==> config.mk <==
export PLATFORM = sky130hd
export DESIGN_NAME = mul_share_ctrl
export DESIGN_NICKNAME = d
export VERILOG_FILES = /design/src/rtl/mul_share_ctrl_pkg.sv /design/src/rtl/mul_share_ctrl_rr_arbiter.sv /design/src/rtl/mul_share_ctrl.sv
export SDC_FILE = /design/constraint.sdc
export NUM_CORES = 1
export LEC_CHECK = 0
export BUFFER_PORTS_ARGS = -buffer_cell sky130_fd_sc_hd__buf_2
export CAP_MARGIN = 20
export CORE_AREA = 2 2 154 156
export CTS_CLUSTER_DIAMETER = 120
export DETAILED_ROUTE_END_ITERATION = 10
export DIE_AREA = 0 0 156 158
export SLEW_MARGIN = 5
export SYNTH_ARGS = -nofsm -noshare
export SYNTH_HDL_FRONTEND = slang
export SYNTH_SLANG_ARGS = --single-unit
==> constraint.sdc <==
create_clock -name clk_i -period 2.4 [get_ports clk_i]
set_input_delay 0.48 -clock clk_i [delete_from_list [all_inputs] [get_ports clk_i]]
set_output_delay 0.48 -clock clk_i [all_outputs]
set_load 0.01 [all_outputs]
==> src/rtl/mul_share_ctrl_pkg.sv <==
// Shared types and constants for the shared-multiplier controller.
// Holds the FSM state encoding, counter width and the round-robin wrap helper.
package mul_share_ctrl_pkg;

  localparam int DATA_W_DEF  = 32;
  localparam int CNT_W       = 4;
  localparam int MUL_LAT_MIN = 1;
  localparam int MUL_LAT_MAX = 15;

  typedef enum logic [1:0] {
    IDLE = 2'd0,
    BUSY = 2'd1,
    RESP = 2'd2
  } state_e;

  // Position reached by stepping 'off' slots from 'base' on a ring of 'n' requesters.
  function automatic int rr_wrap(input int base, input int off, input int n);
    return (base + off) % n;
  endfunction

endpackage

==> src/rtl/mul_share_ctrl_rr_arbiter.sv <==
// Round-robin arbiter: picks the first active request at or above the pointer,
// wrapping around, and reports it both one-hot and as an index.
module mul_share_ctrl_rr_arbiter
  import mul_share_ctrl_pkg::*;
#(
  parameter int NREQ  = 4,
  parameter int PTR_W = $clog2(NREQ)
) (
  input  logic [NREQ-1:0]  req_i,
  input  logic [PTR_W-1:0] ptr_i,
  output logic [NREQ-1:0]  grant_o,
  output logic [PTR_W-1:0] grant_idx_o,
  output logic             valid_o
);

  logic [PTR_W-1:0] probe;

  always_comb begin
    grant_o     = '0;
    grant_idx_o = '0;
    valid_o     = 1'b0;
    probe       = '0;
    for (int k = 0; k < NREQ; k++) begin
      probe = PTR_W'(rr_wrap(int'(ptr_i), k, NREQ));
      if (!valid_o && req_i[probe]) begin
        valid_o     = 1'b1;
        grant_idx_o = probe;
      end
    end
    if (valid_o) grant_o[grant_idx_o] = 1'b1;
  end

endmodule

==> src/rtl/mul_share_ctrl.sv <==
// Time-shares one external combinational multiplier among NREQ requesters:
// round-robin accept, registered operands, MUL_LAT settle cycles, held result.
module mul_share_ctrl
  import mul_share_ctrl_pkg::*;
#(
  parameter int NREQ    = 4,
  parameter int DATA_W  = DATA_W_DEF,
  parameter int MUL_LAT = 2
) (
  input  logic                   clk_i,
  input  logic                   rst_n_i,
  input  logic [NREQ-1:0]        req_valid_i,
  output logic [NREQ-1:0]        req_ready_o,
  input  logic [NREQ*DATA_W-1:0] req_a_i,
  input  logic [NREQ*DATA_W-1:0] req_b_i,
  output logic [NREQ-1:0]        resp_valid_o,
  input  logic [NREQ-1:0]        resp_ready_i,
  output logic [DATA_W-1:0]      resp_data_o,
  output logic [DATA_W-1:0]      mul_a_o,
  output logic [DATA_W-1:0]      mul_b_o,
  input  logic [DATA_W-1:0]      mul_p_i
);

  localparam int PTR_W = $clog2(NREQ);

  if (MUL_LAT < MUL_LAT_MIN || MUL_LAT > MUL_LAT_MAX) begin : g_bad_lat
    $error("mul_share_ctrl: MUL_LAT must be within 1..15");
  end
  if (NREQ < 2 || NREQ > 8) begin : g_bad_nreq
    $error("mul_share_ctrl: NREQ must be within 2..8");
  end

  state_e              state_q, state_d;
  logic [PTR_W-1:0]    rr_ptr_q, rr_ptr_d;
  logic [CNT_W-1:0]    cnt_q, cnt_d;
  logic [DATA_W-1:0]   op_a_q, op_a_d;
  logic [DATA_W-1:0]   op_b_q, op_b_d;
  logic [PTR_W-1:0]    id_q, id_d;
  logic [DATA_W-1:0]   result_q, result_d;

  logic [NREQ-1:0]     arb_grant;
  logic [PTR_W-1:0]    arb_idx;
  logic                arb_valid;
  logic [DATA_W-1:0]   sel_a, sel_b;

  mul_share_ctrl_rr_arbiter #(
    .NREQ  (NREQ),
    .PTR_W (PTR_W)
  ) u_arb (
    .req_i       (req_valid_i),
    .ptr_i       (rr_ptr_q),
    .grant_o     (arb_grant),
    .grant_idx_o (arb_idx),
    .valid_o     (arb_valid)
  );

  always_comb begin
    sel_a = '0;
    sel_b = '0;
    for (int i = 0; i < NREQ; i++) begin
      if (arb_idx == PTR_W'(i)) begin
        sel_a = req_a_i[i*DATA_W +: DATA_W];
        sel_b = req_b_i[i*DATA_W +: DATA_W];
      end
    end
  end

  // The counter is loaded with MUL_LAT-1 on accept so BUSY lasts exactly MUL_LAT cycles.
  always_comb begin
    state_d  = state_q;
    rr_ptr_d = rr_ptr_q;
    cnt_d    = cnt_q;
    op_a_d   = op_a_q;
    op_b_d   = op_b_q;
    id_d     = id_q;
    result_d = result_q;
    case (state_q)
      IDLE: begin
        if (arb_valid) begin
          op_a_d   = sel_a;
          op_b_d   = sel_b;
          id_d     = arb_idx;
          rr_ptr_d = (arb_idx == PTR_W'(NREQ - 1)) ? '0 : arb_idx + 1'b1;
          cnt_d    = CNT_W'(MUL_LAT - 1);
          state_d  = BUSY;
        end
      end
      BUSY: begin
        if (cnt_q == '0) begin
          result_d = mul_p_i;
          state_d  = RESP;
        end else begin
          cnt_d = cnt_q - 1'b1;
        end
      end
      RESP: begin
        if (resp_ready_i[id_q]) state_d = IDLE;
      end
      default: state_d = IDLE;
    endcase
  end

  always_ff @(posedge clk_i or negedge rst_n_i) begin
    if (!rst_n_i) begin
      state_q  <= IDLE;
      rr_ptr_q <= '0;
      cnt_q    <= '0;
      op_a_q   <= '0;
      op_b_q   <= '0;
      id_q     <= '0;
      result_q <= '0;
    end else begin
      state_q  <= state_d;
      rr_ptr_q <= rr_ptr_d;
      cnt_q    <= cnt_d;
      op_a_q   <= op_a_d;
      op_b_q   <= op_b_d;
      id_q     <= id_d;
      result_q <= result_d;
    end
  end

  always_comb begin
    req_ready_o  = (state_q == IDLE) ? arb_grant : '0;
    resp_valid_o = '0;
    if (state_q == RESP) resp_valid_o[id_q] = 1'b1;
  end

  assign resp_data_o = result_q;
  assign mul_a_o     = op_a_q;
  assign mul_b_o     = op_b_q;

endmodule

# Yosys cells after proc, flatten, opt, wreduce, memory -nomap -nowiden

Index checks and enable logic that the tools add are counted.

Register bits: 106
Input port bits: 298
Word-level logic and storage cells: 86
RAM bits: 0
Memory bits (read-only): 0
Latch bits: 0
Memories: 0

Order comparisons: 8
Mux-type cells: 41
Reduce and logical (&&, ||, !) cells: 16
$mul: 0
Add/subtract/negate cells: 5
Eq/ne operators: 9
Divide/modulo/power cells: 0
Shifts and indexed selects: 0
Bitwise logic cells: 0

Operator list:

| operator                                                               | number |
|---|---|
| 32-bit 2-to-1 mux                                                      | 8 |
| 4-bit 2-to-1 mux                                                       | 5 |
| 2-bit by 3-bit < comparator with 1-bit output (second input constant)  | 6 |
| 2-bit 2-to-1 mux                                                       | 8 |
| 1-bit 2-to-1 mux                                                       | 11 |
| 1-bit binary-select mux with 2-bit select                              | 5 |
| 2-bit != test (second input constant)                                  | 4 |
| 4-bit one-hot mux with 2 select lines                                  | 1 |
| 2-bit == test (second input constant)                                  | 3 |
| 2-bit one-hot mux with 3 select lines                                  | 1 |
| 3-bit AND reduction                                                    | 2 |
| 1-bit logical AND                                                      | 5 |
| 2-bit by 1-bit adder with 2-bit output (second input constant)         | 2 |
| 2-bit adder (second input constant)                                    | 2 |
| 1-bit demux with 2-bit select                                          | 2 |
| 2-bit by 1-bit == test with 1-bit output (second input constant)       | 2 |
| 2-bit by 1-bit >= comparator with 1-bit output (second input constant) | 2 |
| 2-bit zero test                                                        | 2 |
| 4-bit zero test                                                        | 1 |
| 2-bit AND reduction                                                    | 2 |
| 4-bit by 1-bit subtractor with 4-bit output (second input constant)    | 1 |
| 1-bit zero test                                                        | 3 |
| 2-bit nonzero test                                                     | 1 |

# Longest topological paths before layout

Depth in word-level cells: 18
Mapped depth: 12
Mapped depth without buffers: 9

# By module

From an unflattened synthesis, not the netlist that was laid out.

Cell total of the unflattened synthesis: 735
Area total of the unflattened synthesis: 6678.9 µm²

By module, submodules not included:

| module                    | cells each | area an instance (µm²) | times used |
|---|---|---|---|
| mul_share_ctrl            | 703        | 6496.2                 | 1 |
| mul_share_ctrl_rr_arbiter | 32         | 182.7                  | 1 |

# Worst setup path before layout

Ideal clock, no wire load.

Path type: input -> output
From: in req_valid_i[3]
To: out req_ready_o[3]
Arrival time: 1925 ps
Buffers on the path: 2
Cell stages on the path: 8
Path slack: -5 ps
Data required time: 1920 ps
Cell sequence: and2b_1 > nor3b_1 > o22ai_1 > inv_1 > ha_1 > clkbuf_1 > buf_2 > and2_1

Cells in the longest elaborated chain, start to end: 18

Ends and longest elaborated chain:

| item                                                                                                                                  | RTL line                        | source |
|---|---|---|
| start: declaration                                                                                                                    | mul_share_ctrl.sv:12            | `input logic [NREQ-1:0] req_valid_i,` |
| 1-bit binary-select mux with 2-bit select                                                                                             | mul_share_ctrl_rr_arbiter.sv:25 | `if (!valid_o && req_i[probe]) begin` |
| 1-bit 2-to-1 mux (not written as such)                                                                                                | mul_share_ctrl_rr_arbiter.sv:25 |  |
| 1-bit 2-to-1 mux                                                                                                                      | mul_share_ctrl_rr_arbiter.sv:25 |  |
| 1-bit zero test                                                                                                                       | mul_share_ctrl_rr_arbiter.sv:25 |  |
| 1-bit logical AND                                                                                                                     | mul_share_ctrl_rr_arbiter.sv:25 |  |
| 1-bit 2-to-1 mux                                                                                                                      | mul_share_ctrl_rr_arbiter.sv:25 |  |
| 1-bit zero test                                                                                                                       | mul_share_ctrl_rr_arbiter.sv:25 |  |
| 1-bit logical AND                                                                                                                     | mul_share_ctrl_rr_arbiter.sv:25 |  |
| (+3 left out)                                                                                                                         | --                              |  |
| 2-bit 2-to-1 mux (*)                                                                                                                  | mul_share_ctrl_rr_arbiter.sv:25 |  |
| via arb_idx[0]                                                                                                                        | mul_share_ctrl.sv:42            | `logic [PTR_W-1:0] arb_idx;` |
| 2-bit by 3-bit < comparator with 1-bit output (not written as such) or 2-bit by 1-bit >= comparator with 1-bit output (tied branches) | mul_share_ctrl_rr_arbiter.sv:30 | `if (valid_o) grant_o[grant_idx_o] = 1'b1;` |
| 1-bit logical AND (not written as such)                                                                                               | mul_share_ctrl_rr_arbiter.sv:30 |  |
| 1-bit 2-to-1 mux (not written as such)                                                                                                | mul_share_ctrl_rr_arbiter.sv:30 |  |
| 1-bit demux with 2-bit select (*)                                                                                                     | --                              |  |
| 4-bit 2-to-1 mux (*)                                                                                                                  | mul_share_ctrl_rr_arbiter.sv:30 |  |
| 4-bit 2-to-1 mux (*)                                                                                                                  | mul_share_ctrl.sv:124           | `req_ready_o = (state_q == IDLE) ? arb_grant : '0;` |
| end: declaration                                                                                                                      | mul_share_ctrl.sv:13            | `output logic [NREQ-1:0] req_ready_o,` |

The timed path passes the listed nets; every way through them passes the cells marked *. The select of a mux whose other input is x is not followed.

# Worst setup path in the final report

From: reg rr_ptr_q[0]
To: out req_ready_o[1]

Cells in the longest elaborated chain, start to end: 18

Ends and longest elaborated chain:

| item                                                                                                   | RTL line                        | source |
|---|---|---|
| start: declaration                                                                                     | mul_share_ctrl.sv:34            | `logic [PTR_W-1:0] rr_ptr_q, rr_ptr_d;` |
| start signal: assignment                                                                               | mul_share_ctrl.sv:114           | `rr_ptr_q <= rr_ptr_d;` |
| parallel branches: the longest is 16 deep, another holds 2-bit by 3-bit < comparator with 1-bit output | --                              |  |
| 4-bit 2-to-1 mux (*)                                                                                   | mul_share_ctrl_rr_arbiter.sv:30 |  |
| 4-bit 2-to-1 mux (*)                                                                                   | mul_share_ctrl.sv:124           |  |

Every way passes the cells marked *. The select of a mux whose other input is x is not followed.

==> impl_table.tex <==
\begin{tabular}{lr}
\hline
Metric & Value \\
\hline
\multicolumn{2}{l}{\textbf{Status}} \\
\quad Outcome & finished, final reports clean \\
\multicolumn{2}{l}{\textbf{Logic synthesis}} \\
\quad Most area-consuming cells after synthesis & sky130\_fd\_sc\_hd\_\_dfrtp\_1 43\%, sky130\_fd\_sc\_hd\_\_a21oi\_1 10\%, sky130\_fd\_sc\_hd\_\_a221oi\_1 8.7\% \\
\quad Cell taking the most area after synthesis & sky130\_fd\_sc\_hd\_\_dfrtp\_1 \\
\quad Post-synthesis instance total & 773 \\
\quad Share of the synthesized area in the top cell type & 42.6\% \\
\quad Post-synthesis sequential area ratio & 42.6\% \\
\quad Post-synthesis async set-or-reset flop share & 100\% \\
\quad Most numerous cell in the Yosys netlist & sky130\_fd\_sc\_hd\_\_a21oi\_1 \\
\quad Yosys warning count & 0 \\
\quad Count of distinct cell types in the synthesized netlist & 34 \\
\quad Cell area after synthesis & 0.00622 mm\^{}2 \\
\quad Most frequent cells after synthesis & 130 x sky130\_fd\_sc\_hd\_\_a21oi\_1, 128 x sky130\_fd\_sc\_hd\_\_nor2\_1, 106 x sky130\_fd\_sc\_hd\_\_dfrtp\_1 \\
\quad Post-synthesis net count & 1076 \\
\quad Number of synthesized register bits & 106 \\
\quad EDFF count, synth & 0 \\
\quad Avg Cell Area, Syn & 8.05 um\^{}2 \\
\quad Most instantiated flip-flop cell in the synthesis netlist & sky130\_fd\_sc\_hd\_\_dfrtp\_1 \\
\multicolumn{2}{l}{\textbf{CTS}} \\
\quad Number of buffers between clock root and the deepest sink & 2 \\
\quad Clock Root Buffer & sky130\_fd\_sc\_hd\_\_clkbuf\_16 \\
\quad Number of buffers inserted during clock tree synthesis & 9 \\
\quad Maximum level of the CTS H-tree & 3 \\
\quad Number of hold buffers added after cts & 0 \\
\quad Clock transition at the registers of the reported paths & 0.09 ns \\
\quad Clock tree from TritonCTS & built \\
\quad Latest clock arrival within the worst-skew pair & 0.36 ns \\
\quad Number of clock sinks & 106 \\
\multicolumn{2}{l}{\textbf{Critical path}} \\
\quad Crit Reg-Reg Startpoint & rr\_ptr\_q[0] \\
\quad Highest fanout seen on the critical path & 6 \\
\quad Critical Path Source Type & flop \\
\quad Worst Path Arrival & 1.90 ns \\
\quad Setup crit end kind & output pin \\
\quad Worst endpoint required time & 1.92 ns \\
\quad Worst Setup SP & rr\_ptr\_q[0] \\
\quad Critical path start-end classification & flop to output pin \\
\multicolumn{2}{l}{\textbf{Power and ir drop}} \\
\quad Leak pwr & 4.88 nW \\
\quad Max IR drop VDD & 0.429 mV \\
\quad Ratio of total power to cell area & 1350 mW/mm\^{}2 \\
\multicolumn{2}{l}{\textbf{Final layout}} \\
\quad Antenna fix cells & 0 \\
\quad Non-filler instance count after layout & 1491 \\
\quad Total Nets Final & 1499 \\
\quad Area growth from synthesis to layout & 56.7\% \\
\quad Final standard cell area without fillers & 0.00975 mm\^{}2 \\
\quad Fraction of layout cells with a size suffix above 1 & 48.5\% \\
\quad End-of-flow core utilization & 42.3\% \\
\multicolumn{2}{l}{\textbf{Placed design}} \\
\quad Placed cell count & 1458 \\
\quad PortBufs & 401 \\
\quad Pre-CTS setup slack & -0.298 ns \\
\quad Final weighted congestion in routability-driven placement & 0.840 \\
\quad Cell area reported after detailed placement & 0.00898 mm\^{}2 \\
\quad Detailed placer's ending HPWL & 19300 um \\
\multicolumn{2}{l}{\textbf{Global route}} \\
\quad Largest net degree at the start of global routing & 52 \\
\quad Overall Global Routing Usage & 19.6\% \\
\quad Remaining global-route overflow & 0 \\
\quad Vias in the first global route & 6971 \\
\quad Antenna violations before repair & 0 \\
\quad Global-route wire length before repair & 37500 um \\
\multicolumn{2}{l}{\textbf{Route}} \\
\quad TritonRoute pass-1 iters & 4 \\
\quad Detail Route Antenna Nets & 0 \\
\quad Initial DRC Count & 358 \\
\quad Vias per inst & 4.90 \\
\quad Total DRC errors in the routed layout & 0 \\
\quad WL per Instance & 17.4 um \\
\quad Total number of vias & 7307 \\
\quad Routed wire length & 26000 um \\
\multicolumn{2}{l}{\textbf{STA}} \\
\quad Final setup violation count & 0 \\
\quad Worst slew margin relative to its limit & 65.9\% \\
\quad Worst Skew & 0.0145 ns \\
\quad Clock period minus worst slack & 2.38 ns \\
\quad Final cycle utilization of the critical path & 99.1\% \\
\quad Worst Hold Margin & 0.0481 ns \\
\quad Setup repair after global routing missed its margin & true \\
\quad Slew @ Worst Pin & 0.510 ns \\
\quad Smallest setup slack after layout & 0.0215 ns \\
\quad Slew Limit Fails & 0 \\
\quad Final-report hold violation count & 0 \\
\quad Peak clock frequency supported by timing & 420 MHz \\
\multicolumn{2}{l}{\textbf{Die}} \\
\quad Die Ht & 158 um \\
\quad DIE WIDTH & 156 um \\
\quad Die Area & 0.0246 mm\^{}2 \\
\quad Site row count & 56 \\
\quad Core Region & 0.0231 mm\^{}2 \\
\quad I/O pin total & 402 \\
\quad Initial cell density of the core & 27.0\% \\
\multicolumn{2}{l}{\textbf{Min path}} \\
\quad Worst min path class & primary input to asynchronous set/reset pin \\
\multicolumn{2}{l}{\textbf{Job}} \\
\quad Total of max-cap violations & 0 \\
\hline
\end{tabular}
==> state kept, by name, indices dropped and copies added (netlist names) <==
name and flops:
cnt_q 4, id_q 2, mul_a_o 32, mul_b_o 32
resp_data_o 32, rr_ptr_q 2, state_q 2
==> logic make-up (layout without fill, tap and decap cells) <==
| kind of cell | after synthesis | after routing | share of synthesized area, % |
|---|---|---|---|
| flip-flops | 106 | 106 | 42.6 |
| AND/OR/NAND/NOR | 219 | 219 | 14.3 |
| multiplexers | 35 | 35 | 6.49 |
| adder cells (fa/ha/maj) | 5 | 5 | 1.01 |
| buffers and inverters | 139 | 567 | 9.35 |
| AO/OA/AOI/OAI | 269 | 269 | 26.2 |
==> layout make-up <==
cell class | instances | area [um^2]
fillers | 2340 | 13300
inverters | 71 | 267
flip-flops and latches | 106 | 2650
repair buffers | 480 | 2880
multi-input cells | 528 | 3270
well taps | 290 | 363
clock buffers | 9 | 225
clock inverters | 7 | 96.3
==> critical path, cell delays in order, from the launching register on <==
cell	delay [ns]
sky130_fd_sc_hd__dfrtp_1	0.42
sky130_fd_sc_hd__nor2b_2	0.17
sky130_fd_sc_hd__a211oi_2	0.05
sky130_fd_sc_hd__o21bai_4	0.20
sky130_fd_sc_hd__buf_6	0.14
sky130_fd_sc_hd__ha_4	0.16
sky130_fd_sc_hd__buf_4	0.15
sky130_fd_sc_hd__and2_1	0.13
sky130_fd_sc_hd__buf_2	0.13
==> routing by layer <==
layer  share of wire, %  wire length, um  track usage, %
met4                1.4              361            4.41
met5                  0                0               0
met2                 51            13200            35.5
met1                 41            10500            23.8
met3                7.3             1910            4.38
==> timing repair <==
action                                  in CTS  in global routing
setup buffers                               13                  2
endpoints found under the setup margin      21                 67
pin swaps                                    4                 31
resized for setup                           10                 66
cloned                                       1                  2
==> cells in the final DEF, fill, tap and decap left out, types with 22 or more instances in the layout <==
| master | Yosys | routed |
|---|---|---|
| sky130_fd_sc_hd__mux2_2 | 33 | 33 |
| sky130_fd_sc_hd__a221oi_2 | 2 | 23 |
| sky130_fd_sc_hd__nand2_1 | 68 | 68 |
| sky130_fd_sc_hd__buf_2 | 15 | 398 |
| sky130_fd_sc_hd__nor2_1 | 128 | 128 |
| sky130_fd_sc_hd__buf_4 | 1 | 59 |
| sky130_fd_sc_hd__a21oi_1 | 130 | 121 |
| sky130_fd_sc_hd__o21ai_0 | 64 | 41 |
| sky130_fd_sc_hd__inv_1 | 71 | 69 |
| sky130_fd_sc_hd__dfrtp_1 | 106 | 106 |
| sky130_fd_sc_hd__o21ai_1 | 0 | 22 |
| sky130_fd_sc_hd__a221oi_1 | 62 | 41 |
==> through the flow <==
stage | setup TNS [ns] | total power, mW
final | 0 | 13.1
after global routing | -0.116 | 14.3
after CTS | -0.00326 | 12.8
after detailed placement | -12.81 | 10.9
after global placement | -6.17 | 10.7
after floorplan | 0 | 7.68
==> final timing paths <==
path,endpoint,slack [ns],cells after the start
min in group clk_i,resp_data_o[6],0.34,2
max in group asynchronous,mul_a_o[1],1.74,2
min,mul_a_o[22],0.05,1
min reg2reg,mul_b_o[29],0.49,2
max,req_ready_o[1],0.02,8
max reg2reg,mul_b_o[21],0.09,12
==> where the power goes <==
| group | internal (mW) | switching (mW) | leakage [nW] |
|---|---|---|---|
| sequential | 2.74 | 0.523 | 1.22 |
| combinational | 3.73 | 4.54 | 3.50 |
| clock | 0.772 | 0.840 | 0.156 |
(Power assumes the default switching activity.)
